### src/rtl/sd_dac_pkg.sv
// Shared defaults and types for the sigma-delta DAC path.
// Imported by the interpolator, its interface and its input buffer.
package sd_dac_pkg;

    localparam int unsigned SD_DATA_W     = 16;
    localparam int unsigned SD_RATIO_LOG2 = 8;

    typedef logic signed [SD_DATA_W-1:0] sd_sample_t;

    // Accumulator holds x*2^ratio plus a sign guard bit.
    function automatic int unsigned acc_width(int unsigned data_w, int unsigned ratio_log2);
        return data_w + ratio_log2 + 1;
    endfunction

endpackage

### src/rtl/sd_pcm_interp_if.sv
// PCM input handshake plus modulator-side outputs of sd_pcm_interp.
// master = sample source / observer, slave = the interpolator.
interface sd_pcm_interp_if
    import sd_dac_pkg::*;
#(
    parameter int unsigned DATA_W = SD_DATA_W
);

    logic signed [DATA_W-1:0] s_data;
    logic                     s_valid;
    logic                     s_ready;
    logic signed [DATA_W-1:0] sample_out;
    logic                     seg_stb;
    logic                     underrun;
    logic                     underrun_clr;

    modport master (
        output s_data,
        output s_valid,
        output underrun_clr,
        input  s_ready,
        input  sample_out,
        input  seg_stb,
        input  underrun
    );

    modport slave (
        input  s_data,
        input  s_valid,
        input  underrun_clr,
        output s_ready,
        output sample_out,
        output seg_stb,
        output underrun
    );

endinterface

### src/rtl/sd_skid_reg.sv
// One-entry input buffer: accepts a sample when empty, frees on a consume strobe.
// Ready depends only on the valid register, never on the input side.
module sd_skid_reg
    import sd_dac_pkg::*;
#(
    parameter int unsigned DATA_W = SD_DATA_W
) (
    input  logic                     clk,
    input  logic                     reset,
    input  logic signed [DATA_W-1:0] i_data,
    input  logic                     i_valid,
    output logic                     o_ready,
    input  logic                     i_consume,
    output logic signed [DATA_W-1:0] o_data,
    output logic                     o_valid
);

    logic signed [DATA_W-1:0] r_data;
    logic                     r_valid;

    assign o_ready = !r_valid;
    assign o_data  = r_data;
    assign o_valid = r_valid;

    // Load and consume are exclusive: load needs the slot empty, consume needs it full.
    always_ff @(posedge clk) begin
        if (reset) begin
            r_data  <= '0;
            r_valid <= 1'b0;
        end else if (i_valid && !r_valid) begin
            r_data  <= i_data;
            r_valid <= 1'b1;
        end else if (i_consume && r_valid) begin
            r_valid <= 1'b0;
        end
    end

endmodule

### src/rtl/sd_pcm_interp.sv
// Linear PCM interpolator feeding the sigma-delta modulator, one output per clk.
// Define SD_INTERP_LINEAR_EN for linear ramps; otherwise a zero-order hold of x0.
module sd_pcm_interp
    import sd_dac_pkg::*;
#(
    parameter int unsigned DATA_W     = SD_DATA_W,
    parameter int unsigned RATIO_LOG2 = SD_RATIO_LOG2
) (
    input  logic            clk,
    input  logic            reset,
    sd_pcm_interp_if.slave  bus
);

    localparam logic [RATIO_LOG2-1:0] PhaseLast = '1;

    logic [RATIO_LOG2-1:0]    r_phase;
    logic signed [DATA_W-1:0] r_x0;
    logic signed [DATA_W-1:0] r_x1;
    logic signed [DATA_W-1:0] r_out;
    logic                     r_seg_stb;
    logic                     r_underrun;

    logic                     w_wrap;
    logic                     w_ready;
    logic                     w_pend_v;
    logic signed [DATA_W-1:0] w_pend;

    assign w_wrap = (r_phase == PhaseLast);

    sd_skid_reg #(
        .DATA_W(DATA_W)
    ) u_skid (
        .clk      (clk),
        .reset    (reset),
        .i_data   (bus.s_data),
        .i_valid  (bus.s_valid),
        .o_ready  (w_ready),
        .i_consume(w_wrap),
        .o_data   (w_pend),
        .o_valid  (w_pend_v)
    );

    assign bus.s_ready    = w_ready;
    assign bus.sample_out = r_out;
    assign bus.seg_stb    = r_seg_stb;
    assign bus.underrun   = r_underrun;

    // Segment control: endpoints shift at the wrap, starved wraps repeat x1.
    always_ff @(posedge clk) begin
        if (reset) begin
            r_phase    <= '0;
            r_x0       <= '0;
            r_x1       <= '0;
            r_seg_stb  <= 1'b0;
            r_underrun <= 1'b0;
        end else begin
            r_phase   <= r_phase + 1'b1;
            r_seg_stb <= w_wrap;
            if (w_wrap) begin
                r_x0 <= r_x1;
                if (w_pend_v) begin
                    r_x1 <= w_pend;
                end
            end
            if (w_wrap && !w_pend_v) begin
                r_underrun <= 1'b1;
            end else if (bus.underrun_clr) begin
                r_underrun <= 1'b0;
            end
        end
    end

`ifdef SD_INTERP_LINEAR_EN
    localparam int unsigned AccW = acc_width(DATA_W, RATIO_LOG2);

    logic signed [DATA_W:0]   w_delta;
    logic signed [AccW-1:0]   w_delta_ext;
    logic signed [AccW-1:0]   w_acc_seed;
    logic signed [AccW-1:0]   r_acc;
    logic                     w_unused_acc;

    assign w_delta      = {r_x1[DATA_W-1], r_x1} - {r_x0[DATA_W-1], r_x0};
    assign w_delta_ext  = {{RATIO_LOG2{w_delta[DATA_W]}}, w_delta};
    // Seeding with old x1 (= new x0) restarts the ramp exactly on the endpoint.
    assign w_acc_seed   = {r_x1[DATA_W-1], r_x1, {RATIO_LOG2{1'b0}}};
    assign w_unused_acc = ^{r_acc[AccW-1], r_acc[RATIO_LOG2-1:0]};

    always_ff @(posedge clk) begin
        if (reset) begin
            r_acc <= '0;
        end else if (w_wrap) begin
            r_acc <= w_acc_seed;
        end else begin
            r_acc <= r_acc + w_delta_ext;
        end
    end

    always_ff @(posedge clk) begin
        if (reset) begin
            r_out <= '0;
        end else begin
            r_out <= r_acc[DATA_W+RATIO_LOG2-1:RATIO_LOG2];
        end
    end
`else
    always_ff @(posedge clk) begin
        if (reset) begin
            r_out <= '0;
        end else begin
            r_out <= r_x0;
        end
    end
`endif

endmodule
### src/flat_wrapper.sv
// flat-port wrapper written by rule: the top's interface ports become plain ports
module sd_pcm_interp_flat import sd_dac_pkg::*;
#(
    parameter int unsigned DATA_W     = SD_DATA_W,
    parameter int unsigned RATIO_LOG2 = SD_RATIO_LOG2
)
  (clk, reset, bus_s_data, bus_s_valid, bus_underrun_clr, bus_s_ready, bus_sample_out, bus_seg_stb, bus_underrun);
  sd_pcm_interp_if #(.DATA_W(DATA_W)) bus_i ();
  input  logic clk;
  input  logic reset;
  input wire logic [$bits(bus_i.s_data)-1:0] bus_s_data;
  input wire logic [$bits(bus_i.s_valid)-1:0] bus_s_valid;
  input wire logic [$bits(bus_i.underrun_clr)-1:0] bus_underrun_clr;
  output wire logic [$bits(bus_i.s_ready)-1:0] bus_s_ready;
  output wire logic [$bits(bus_i.sample_out)-1:0] bus_sample_out;
  output wire logic [$bits(bus_i.seg_stb)-1:0] bus_seg_stb;
  output wire logic [$bits(bus_i.underrun)-1:0] bus_underrun;
  assign bus_i.s_data = bus_s_data;
  assign bus_i.s_valid = bus_s_valid;
  assign bus_i.underrun_clr = bus_underrun_clr;
  assign bus_s_ready = bus_i.s_ready;
  assign bus_sample_out = bus_i.sample_out;
  assign bus_seg_stb = bus_i.seg_stb;
  assign bus_underrun = bus_i.underrun;
  sd_pcm_interp #(.DATA_W(DATA_W), .RATIO_LOG2(RATIO_LOG2)) u_core (.clk(clk), .reset(reset), .bus(bus_i));
endmodule
### config.mk
export PLATFORM = sky130hd
export DESIGN_NAME = sd_pcm_interp_flat
export DESIGN_NICKNAME = d
export VERILOG_FILES = /design/src/rtl/sd_dac_pkg.sv /design/src/rtl/sd_pcm_interp_if.sv /design/src/rtl/sd_skid_reg.sv /design/src/rtl/sd_pcm_interp.sv /design/src/flat_wrapper.sv
export SDC_FILE = /design/constraint.sdc
export NUM_CORES = 1
export LEC_CHECK = 0
export BUFFER_PORTS_ARGS = -buffer_cell sky130_fd_sc_hd__buf_2
export CAP_MARGIN = 20
export CORE_ASPECT_RATIO = 0.8
export CORE_MARGIN = 2
export CORE_UTILIZATION = 38
export CTS_CLUSTER_DIAMETER = 150
export DETAILED_ROUTE_END_ITERATION = 6
export GPL_TIMING_DRIVEN = 0
export SYNTH_ARGS = -nofsm -noshare
export SYNTH_HDL_FRONTEND = slang
export SYNTH_SLANG_ARGS = --single-unit
export TNS_END_PERCENT = 1
### constraint.sdc
create_clock -name clk -period 1.8 [get_ports clk]
set_input_delay 0.09 -clock clk [delete_from_list [all_inputs] [get_ports clk]]
set_output_delay 0.09 -clock clk [all_outputs]
set_load 0.05 [all_outputs]
==> results of run 1 <==
cells in the mapped netlist (all sizes together) (3+ instances only):
master   n  area (µm²)
nand4   19         119
buf     10        73.8
nand2   34         128
dfxtp   75        1500
o21ai   19        95.1
nand3    3        15.0
nor2     6        22.5
a21oi   36         180
mux2    16         218
nor2b   34         213
or3      3        18.8
clkbuf  12        45.0
power groups by stage:
stage	logic, µW	clock network [µW]	registers (µW)
6_report	155	1430	1710
5_1_grt	175	1560	1710
4_1_cts	153	1470	1700
3_5_place_dp	125	0	1740
3_3_place_gp	123	0	1740
2_1_floorplan	82.0	0	1740
cells by family after synthesis:
group,share of synthesized area
AOI/OAI and AO/OA,0.104
xor gates and xnor gates,0.00967
adders and majority gates,0.00460
buffers and inverters,0.0465
DFF,0.552
muxes,0.0801
and+or+nand+nor,0.203
worst paths after layout:
check	slack, ps	cells after the start	end	startpoint
hold reg to reg	440	1	u_core.r_phase[0]$_SDFF_PP0_	u_core.r_phase[0]$_SDFF_PP0_
setup reg to reg	130	7	u_core.r_x0[14]$_SDFFE_PP0N_	u_core.r_phase[0]$_SDFF_PP0_
hold / removal	40	3	u_core.u_skid.o_valid$_SDFFE_PP0P_	bus_s_valid
setup / recovery	130	7	u_core.r_x0[14]$_SDFFE_PP0N_	u_core.r_phase[0]$_SDFF_PP0_
state kept, by name (all words and copies together) (netlist names):
signal / flops
u_core.r_x0: 16
u_core.bus.underrun: 1
u_core.r_x1: 16
u_core.u_skid.o_data: 16
u_core.bus.sample_out: 16
u_core.bus.seg_stb: 1
u_core.u_skid.o_valid: 1
u_core.r_phase: 8
metrics by stage:
stage	hold slack, ps	cells	utilization	area [µm²]	power, µW
2_1_floorplan	226	279	-	2720	1820
3_3_place_gp	333	403	0.437	3010	1870
3_5_place_dp	338	403	0.437	3010	1870
4_1_cts	22.9	436	0.495	3410	3330
5_1_grt	65.2	436	0.497	3420	3440
6_report	43.1	436	0.497	3420	3300
final cells by class:
class,count,area [µm²],share of cell area
repair buffers,54,355,0.104
clock buffers,10,138,0.0402
multi-input cells,180,1100,0.322
clock inverters,6,88.8,0.0260
well taps,87,109,0.0318
inverters,2,7.51,0.00219
plain buffers,22,119,0.0347
flip-flops and latches,75,1500,0.439
layer usage:
| layer | vias to the layer above | wire length (µm) | part of all wire |
|---|---|---|---|
| met4 | 0 | 88 | 0.016 |
| met2 | 64 | 2200 | 0.41 |
| met1 | 926 | 2730 | 0.51 |
| met3 | 8 | 391 | 0.072 |
| met5 | - | 0 | 0 |
| li1 | 1078 | - | - |
worst max-delay path: stages (launching register included):
cell,delay [ps]
dfxtp_2,360
ha_4,150
and4_1,210
buf_6,130
and2_4,140
buf_6,120
buf_12,140
mux2_4,290
what timing repair did:
item / in CTS / in global routing
hold endpoints to repair: 17 / 0
hold buffers: 17 / 0
endpoints found under the setup margin: 0 / 19
gates resized for setup: 0 / 4
==> reports/qor.yml, run 1 <==
sta:
  setup_slack_ps: 135
  fmax_mhz: 600
  post-route-min-period_ps: 1670
  worst_slew_pin_slew_ps: 476
  final_max_slew_viol_count: 0
  fin_setup_tns_ps: 0
  fin_skew_ps: 5.32
  hold_viol: 0
  finalSetupViolCount: 0
  rsz0062_at_grt: "no"
  fin_crit_sh: 0.925
  slew-limit-headroom: 0.682
clock_tree:
  clock_latency_ps: 350
  cts-root-buf: "clkbuf_8"
  cts-htree-levels: 3
  cts_setup_buffers: 0
  clockBufferDepth: 2
  numCtsBuffers: 9
  path_clk_slew_ps: 80
  cts.sinks: 75
  cts_tree: "built"
synth:
  ys_seq_elements: 75
  ys_seq_area_frac: 0.552
  synth_warnings: 0
  netlist_area_um2: 2720
  synthArstFlopShare: 0
  syn_area_per_cell_um2: 9.74
  synth_fp_nets: 300
  synth_edf_count: 0
  synth_top_flop_cell: "dfxtp_1"
  synthCells: 279
  yosysUniqueCellTypes: 25
power_and_ir_drop:
  power_frac_seq: 0.518
  p_per_area_nw_per_um2: 963
  pwr-share-clk: 0.435
  p_comb_frac: 0.047
  switching_share: 0.220
  p_int_uw: 2570
  cellLeakagePower_uw: 0.00134
  power.switching_uw: 724
  ir_drop_mv: 0.722
grt:
  grt_max_degree: 14
  busiest_layer: "met1"
  grt_pass1_vias: 1826
  use_met2: 0.200
  overflow: 0
  grt_first_pass_wirelength_um: 8870
  use_met1: 0.209
  track_usage: 0.146
  antenna_found_initial: 0
  grt_util_met3: 0.0482
cells_and_area:
  final_cell_mix: "dfxtp_1 (73), buf_2 (41), a21oi_1 (36), nor2b_1 (34), nand2_1 (34)"
  n_antenna_cell: 0
  fin_nets: 365
  final_common_cell: "dfxtp_1"
  syn_to_final_growth_pct: 26.0
  layout-drive-gt1-share: 0.229
  fillers: 689
die:
  core_um2: 6890
  dieWidth_um: 98.6
  start_util: 0.394
  pin_count: 39
  fp.dieH_um: 79.6
  rows: 27
  fp.dieArea_um2: 7850
detailed_routing:
  drt-total-wl_um: 5410
  first_pass_iters: 5
  viasPerCell: 4.76
  avgRoutedWirePerCell_um: 12.4
  drt_iter0_markers: 57
  ant_nets: 0
  drc: 0
  vias: 2076
status:
  status: "finished, final reports clean"
min_path:
  hp-class: "primary input to flop"
placed_design:
  dpl.hpwl_um: 3660
  portBuffers: 37
  dp_slack_ps: 43.4
  gp_congestion: 0.757
critical_path:
  crit_fanout: 10
  start_kind: "flop"
  arrival_ps: 1910
  critPathCaptureType: "flop"
  path_class: "flop to flop"
  cp.required_ps: 2040
run:
  maxCapViolations: 0
Note: power is estimated with default switching activity, not from simulation.
==> run 2, diff against run 1 <==
- CORE_UTILIZATION: 38 -> 40
==> reports/qor.yml, run 2 (same netlist as run 1, synthesis figures left out) <==
status:
  status: "finished, final reports clean"  # unchanged
power_and_ir_drop:
  switching_share: 0.225  # was 0.220
  power_frac_seq: 0.520  # was 0.518
  p_per_area_nw_per_um2: 956  # was 963 nW/µm²
  pwr-share-clk: 0.433  # was 0.435
  cellLeakagePower_uw: 0.00135  # was 0.00134 µW
  p_comb_frac: 0.047  # about the same
  p_int_uw: 2540  # was 2570 µW
  ir_drop_mv: 0.506  # was 0.722 mV
  power.switching_uw: 739  # was 724 µW
detailed_routing:
  drc: 0  # unchanged
  ant_nets: 0  # unchanged
  drt-total-wl_um: 5260  # was 5410 µm
  avgRoutedWirePerCell_um: 12.1  # was 12.4 µm
  first_pass_iters: 4  # was 5
  vias: 2060  # was 2,076
  viasPerCell: 4.72  # was 4.76
  drt_iter0_markers: 103  # was 57
die:
  core_um2: 6470  # was 6890 µm²
  fp.dieArea_um2: 7470  # was 7850 µm²
  rows: 26  # was 27
  dieWidth_um: 96.2  # was 98.6 µm
  fp.dieH_um: 77.7  # was 79.6 µm
  start_util: 0.420  # was 0.394
  pin_count: 39  # unchanged
placed_design:
  dpl.cell_count: 400  # was 403
  portBuffers: 37  # unchanged
  place_area_um2: 3010  # about the same
  dpl.hpwl_um: 3630  # was 3660 µm
  gp_congestion: 0.747  # was 0.757
critical_path:
  crit_slowest_cell: "dfxtp_1"  # was dfxtp_2
  critPathBufInv: 3  # unchanged
  critPathCapture: "u_core.r_x0[12]$_SDFFE_PP0N_"  # was u_core.r_x0[14]$_SDFFE_PP0N_
  cp_common_cell: "buf_6"  # unchanged
  cp_cell_sequence: "ha_4 -> and4_1 -> buf_6 -> and2_4 -> buf_6 -> buf_12 -> mux2_4"  # unchanged
  reg2reg_to: "u_core.r_x0[12]$_SDFFE_PP0N_"  # was u_core.r_x0[14]$_SDFFE_PP0N_
  arrival_ps: 1950  # was 1910 ps
  r2r_cells: 7  # unchanged
  cp.required_ps: 2040  # about the same
  start_kind: "flop"  # unchanged
  critPathCaptureType: "flop"  # unchanged
  path_class: "flop to flop"  # unchanged
  crit_family: "buffers and inverters"  # unchanged
  crit_path_max_incr_delay_ps: 390  # was 360 ps
  r2r-start: "u_core.r_phase[0]$_SDFF_PP0_"  # unchanged
  regToRegSetupSlack_ps: 90  # was 130 ps
  setup.worst_path.start: "u_core.r_phase[0]$_SDFF_PP0_"  # unchanged
  crit_fanout: 10  # unchanged
  cp.depth: 7  # unchanged
grt:
  antenna_found_initial: 0  # unchanged
  overflow: 0  # unchanged
  grt_max_degree: 15  # was 14
  grt_first_pass_wirelength_um: 8740  # was 8870 µm
  grt_pass1_vias: 1863  # was 1,826
  track_usage: 0.154  # was 0.146
cells_and_area:
  n_antenna_cell: 0  # unchanged
  design_area_um2: 3440  # was 3420 µm²
  syn_to_final_growth_pct: 26.4  # was 26.0%
  final_common_cell: "dfxtp_1"  # unchanged
  final_cell_mix: "dfxtp_1 (75), buf_2 (41), a21oi_1 (36), nor2b_1 (34), nand2_1 (34)"  # was dfxtp_1 (73), buf_2 (41), a21oi_1 (36), nor2b_1 (34), nand2_1 (34)
  layout.cells.non_filler: 436  # unchanged
  layout-drive-gt1-share: 0.230  # was 0.229
  fin_nets: 368  # was 365
clock_tree:
  cts_tree: "built"  # unchanged
  cts.sinks: 75  # unchanged
  cts-htree-levels: 3  # unchanged
  clockBufferDepth: 2  # unchanged
  cts-root-buf: "clkbuf_8"  # unchanged
  numCtsBuffers: 9  # unchanged
  clock_latency_ps: 350  # about the same
  path_clk_slew_ps: 80  # about the same
sta:
  post-route-min-period_ps: 1710  # was 1670 ps
  fin_crit_sh: 0.951  # was 0.925
  hold_viol: 0  # unchanged
  finalSetupViolCount: 0  # unchanged
  whs_ps: 40.6  # was 43.1 ps
  slew-limit-headroom: 0.665  # was 0.682
  fin_setup_tns_ps: 0  # unchanged
  fmax_mhz: 584  # was 600 MHz
  rsz0062_at_grt: "no"  # unchanged
  worst_slew_pin_slew_ps: 503  # was 476 ps
  final_max_slew_viol_count: 0  # unchanged
  fin_skew_ps: 6.96  # was 5.32 ps
run:
  maxCapViolations: 0  # unchanged
min_path:
  hp-class: "primary input to flop"  # unchanged
## run 2: final cells by class
class	instances	area [µm²]
Fill cell	598	3040
Sequential cell	75	1500
Multi-Input combinational cell	180	1100
Timing Repair Buffer	57	378
Clock buffer	9	124
Buffer	22	119
Tap cell	84	105
Clock inverter	7	98.8
Inverter	2	7.51
## run 2: repair_timing
| action | in CTS | in global routing |
|---|---|---|
| endpoints found under the setup margin | 0 | 19 |
| resized for setup | 0 | 2 |
| buffers inserted | 0 | 3 |
| hold buffers | 17 | 0 |
| hold endpoints to repair | 17 | 0 |
## run 2: how the worst min path moves through the flow
| stage | start | endpoint | slack (ps) | cells after the start |
|---|---|---|---|---|
| final | bus_s_valid | u_core.u_skid.o_valid$_SDFFE_PP0P_ | 40 | 3 |
| after global routing | bus_s_valid | u_core.u_skid.o_valid$_SDFFE_PP0P_ | 60 | 3 |
| after CTS | bus_s_valid | u_core.u_skid.o_valid$_SDFFE_PP0P_ | 20 | 3 |
| after detailed placement | bus_s_data[2] | u_core.u_skid.o_data[2]$_SDFFE_PP0P_ | 340 | 3 |
| after global placement | bus_s_data[2] | u_core.u_skid.o_data[2]$_SDFFE_PP0P_ | 330 | 3 |
| after floorplan | bus_s_data[0] | u_core.u_skid.o_data[0]$_SDFFE_PP0P_ | 230 | 2 |
## run 2: routing by layer
| layer | wire length (µm) | global-route usage |
|---|---|---|
| met5 | 0 | 0 |
| met4 | 59 | 0.0614 |
| met3 | 309 | 0.0573 |
| met2 | 2060 | 0.203 |
| met1 | 2830 | 0.224 |
## run 2: stage by stage
step	total power, µW	setup slack (ps)	utilization
after floorplan	1820	137	-
after CTS	3320	35.1	0.525
after detailed placement	1870	42.4	0.465
after global placement	1870	63.5	0.465
after global routing	3410	5.14	0.531
final	3280	88.6	0.531
## run 2: worst register-to-register path, stage by stage, from the launching register on
cell and delay (ps):
dfxtp_1 390, ha_4 170, and4_1 210, buf_6 140, and2_4 140, buf_6 130, buf_12 150, mux2_4 300
## run 2: power groups by stage
stage	sequential (µW)	clock [µW]	combinational (µW)
after floorplan	1740	0	82.0
after global placement	1740	0	123
after detailed placement	1740	0	125
after CTS	1700	1460	154
after global routing	1710	1530	174
final	1710	1420	154
==> run 3, diff against run 2 <==
- ABC_AREA: not set -> 1
- PLACE_DENSITY_LB_ADDON: not set -> 0.1
==> reports/qor.yml, run 3 <==
status:
  status: "finished, final reports clean"  # unchanged
cells_and_area:
  final_cell_mix: "inv_1 (86), dfxtp_1 (75), buf_2 (49), nand2_1 (46), nor2_1 (41)"  # was dfxtp_1 (75), buf_2 (41), a21oi_1 (36), nor2b_1 (34), nand2_1 (34)
  design_area_um2: 3400  # was 3440 µm²
  syn_to_final_growth_pct: 16.9  # was 26.4%
  fin_nets: 450  # was 368
  layout-drive-gt1-share: 0.189  # was 0.230
  n_antenna_cell: 0  # unchanged
  final_common_cell: "inv_1"  # was dfxtp_1
synth:
  synth-compound-area-share: 0.0968  # was 0.104
  ys_seq_elements: 75  # unchanged
  synth_edf_count: 0  # unchanged
  ys_top_cells_by_count: "inv_1 (86), dfxtp_1 (75), nand2_1 (46)"  # was dfxtp_1 (75), a21oi_1 (36), nand2_1 (34), nor2b_1 (34)
  synth_warnings: 0  # unchanged
  synthCells: 379  # was 279
  synth_area_leader_cell: "dfxtp_1"  # unchanged
  synth.area.top_cells: "dfxtp_1 (52%), inv_1 (11%), nand2_1 (5.9%)"  # was dfxtp_1 (55%), nor2b_1 (7.8%), a21oi_1 (6.6%)
  synth_top_flop_cell: "dfxtp_1"  # unchanged
  synthAdderAreaFrac: 0.00430  # was 0.00460
  synth_fp_nets: 400  # was 300
  yosys.area.top_type_share: 0.516  # was 0.552
  synthArstFlopShare: 0  # unchanged
  ys_seq_area_frac: 0.516  # was 0.552
  synth.area.mux_share: 0  # was 0.0801
  syn_area_per_cell_um2: 7.68  # was 9.74 µm²
  yosysMostFrequentCell: "inv_1"  # was dfxtp_1
  synthXorXnorAreaFrac: 0.00301  # was 0.00967
  yosys.area_share.simple: 0.229  # was 0.203
  synth_top_family_by_area: "simple AND/OR/NAND/NOR gates"  # unchanged
  yosysUniqueCellTypes: 24  # was 25
  netlist_area_um2: 2910  # was 2720 µm²
critical_path:
  path_class: "flop to flop"  # unchanged
  critPathCapture: "u_core.u_skid.o_valid$_SDFFE_PP0P_"  # was u_core.r_x0[12]$_SDFFE_PP0N_
  reg2reg_to: "u_core.u_skid.o_valid$_SDFFE_PP0P_"  # was u_core.r_x0[12]$_SDFFE_PP0N_
  regToRegSetupSlack_ps: 260  # was 90 ps
  r2r_cells: 8  # was 7
  setup.worst_path.start: "u_core.r_phase[0]$_SDFF_PP0_"  # unchanged
  critPathCaptureType: "flop"  # unchanged
  start_kind: "flop"  # unchanged
  crit_fanout: 10  # unchanged
  arrival_ps: 1770  # was 1950 ps
  r2r-start: "u_core.r_phase[0]$_SDFF_PP0_"  # unchanged
  cp.required_ps: 2040  # about the same
die:
  start_util: 0.418  # was 0.420
  core_um2: 6960  # was 6470 µm²
  dieWidth_um: 99.3  # was 96.2 µm
  fp.dieH_um: 80.3  # was 77.7 µm
  rows: 27  # was 26
  pin_count: 39  # unchanged
  fp.dieArea_um2: 7970  # was 7470 µm²
sta:
  setup_slack_ps: 263  # was 88.6 ps
  fin_skew_ps: 4.99  # was 6.96 ps
  fmax_mhz: 651  # was 584 MHz
  finalSetupViolCount: 0  # unchanged
  post-route-min-period_ps: 1540  # was 1710 ps
  worst_slew_pin_slew_ps: 451  # was 503 ps
  slew-limit-headroom: 0.699  # was 0.665
  final_max_slew_viol_count: 0  # unchanged
  rsz0062_at_grt: "no"  # unchanged
  fin_setup_tns_ps: 0  # unchanged
  fin_crit_sh: 0.854  # was 0.951
  hold_viol: 0  # unchanged
clock_tree:
  path_clk_slew_ps: 80  # about the same
  numCtsBuffers: 9  # unchanged
  clock_latency_ps: 350  # about the same
  clockBufferDepth: 2  # unchanged
  cts.sinks: 75  # unchanged
  cts_setup_buffers: 0  # unchanged
  cts-root-buf: "clkbuf_8"  # unchanged
  cts-htree-levels: 3  # unchanged
  cts_tree: "built"  # unchanged
detailed_routing:
  avgRoutedWirePerCell_um: 10.1  # was 12.1 µm
  viasPerCell: 4.19  # was 4.72
  drc: 0  # unchanged
  ant_nets: 0  # unchanged
  drt_iter0_markers: 66  # was 103
  first_pass_iters: 4  # unchanged
  drt-total-wl_um: 5260  # about the same
  vias: 2182  # was 2,060
placed_design:
  gp_congestion: 0.734  # was 0.747
  dp_slack_ps: 299  # was 42.4 ps
  portBuffers: 37  # unchanged
  place_area_um2: 3200  # was 3010 µm²
  dpl.hpwl_um: 3840  # was 3630 µm
power_and_ir_drop:
  p_per_area_nw_per_um2: 880  # was 956 nW/µm²
  ir_drop_mv: 0.371  # was 0.506 mV
  cellLeakagePower_uw: 0.00162  # was 0.00135 µW
run:
  maxCapViolations: 0  # unchanged
grt:
  antenna_found_initial: 0  # unchanged
  grt_first_pass_wirelength_um: 9180  # was 8740 µm
  track_usage: 0.147  # was 0.154
  overflow: 0  # unchanged
  grt_pass1_vias: 2051  # was 1,863
  grt_max_degree: 14  # was 15
min_path:
  hp-class: "primary input to flop"  # unchanged
[run 3: cells by family (layout without fill, tap and decap cells)]
family / Yosys count / in the layout
AND/OR/NAND/NOR: 138 / 138
buffers and inverters: 109 / 164
flip-flops: 75 / 75
AO/OA/AOI/OAI: 55 / 55
adder cells (fa/ha/maj): 1 / 1
XOR/XNOR: 1 / 1
[run 3: area by class of cell]
type                            instances  area [µm²]
Fill cell                             734        3560
Clock buffer                           10         138
Tap cell                               87         109
Inverter                               87         327
Multi-Input combinational cell        195         968
Sequential cell                        75        1500
Clock inverter                          6        41.3
Buffer                                 22         113
Timing Repair Buffer                   39         205
[run 3: repair_timing]
action / CTS / global route
gates resized for setup: 0 / 0
hold buffers: 2 / 0
hold endpoints to repair: 2 / 0
[run 3: stage by stage]
step           total power (µW)  utilization  hold slack, ps  std cells
2_1_floorplan              1840            -             223        379
3_3_place_gp               1890        0.460             350        503
3_5_place_dp               1890        0.460             347        503
4_1_cts                    3050        0.489            2.57        521
5_1_grt                    3130        0.489            30.3        521
6_report                   2990        0.489            17.9        521
[run 3: worst min-delay path by stage]
stage | startpoint | cells past startpoint | slack [ps] | end
3_5_place_dp | bus_s_valid | 3 | 350 | u_core.u_skid.o_valid$_SDFFE_PP0P_
4_1_cts | bus_s_data[6] | 3 | 3 | u_core.u_skid.o_data[6]$_SDFFE_PP0P_
6_report | bus_s_data[6] | 3 | 20 | u_core.u_skid.o_data[6]$_SDFFE_PP0P_
5_1_grt | bus_s_data[2] | 3 | 30 | u_core.u_skid.o_data[2]$_SDFFE_PP0P_
2_1_floorplan | bus_s_valid | 2 | 220 | u_core.u_skid.o_valid$_SDFFE_PP0P_
3_3_place_gp | bus_s_valid | 3 | 350 | u_core.u_skid.o_valid$_SDFFE_PP0P_
[run 3: report_power, final]
group	total (µW)	switching, µW	internal [µW]
Combinational	151	97.6	53.2
Sequential	1700	10.6	1690
Clock	1140	605	534
[run 3: layer usage]
| layer | global-route usage | share of wire | vias to the layer above |
|---|---|---|---|
| met5 | 0 | 0 | - |
| met1 | 0.199 | 0.56 | 879 |
| met2 | 0.218 | 0.37 | 44 |
| met3 | 0.0522 | 0.056 | 8 |
| met4 | 0.0534 | 0.015 | 0 |
| li1 | - | - | 1251 |
[run 3: critical path: stages, from the launching register on]
cell and delay (ps):
dfxtp_1 370, ha_1 190, nand2_1 110, nor2_4 140
buf_6 160, nand3_4 130, buf_6 190, o211ai_1 80
inv_1 60
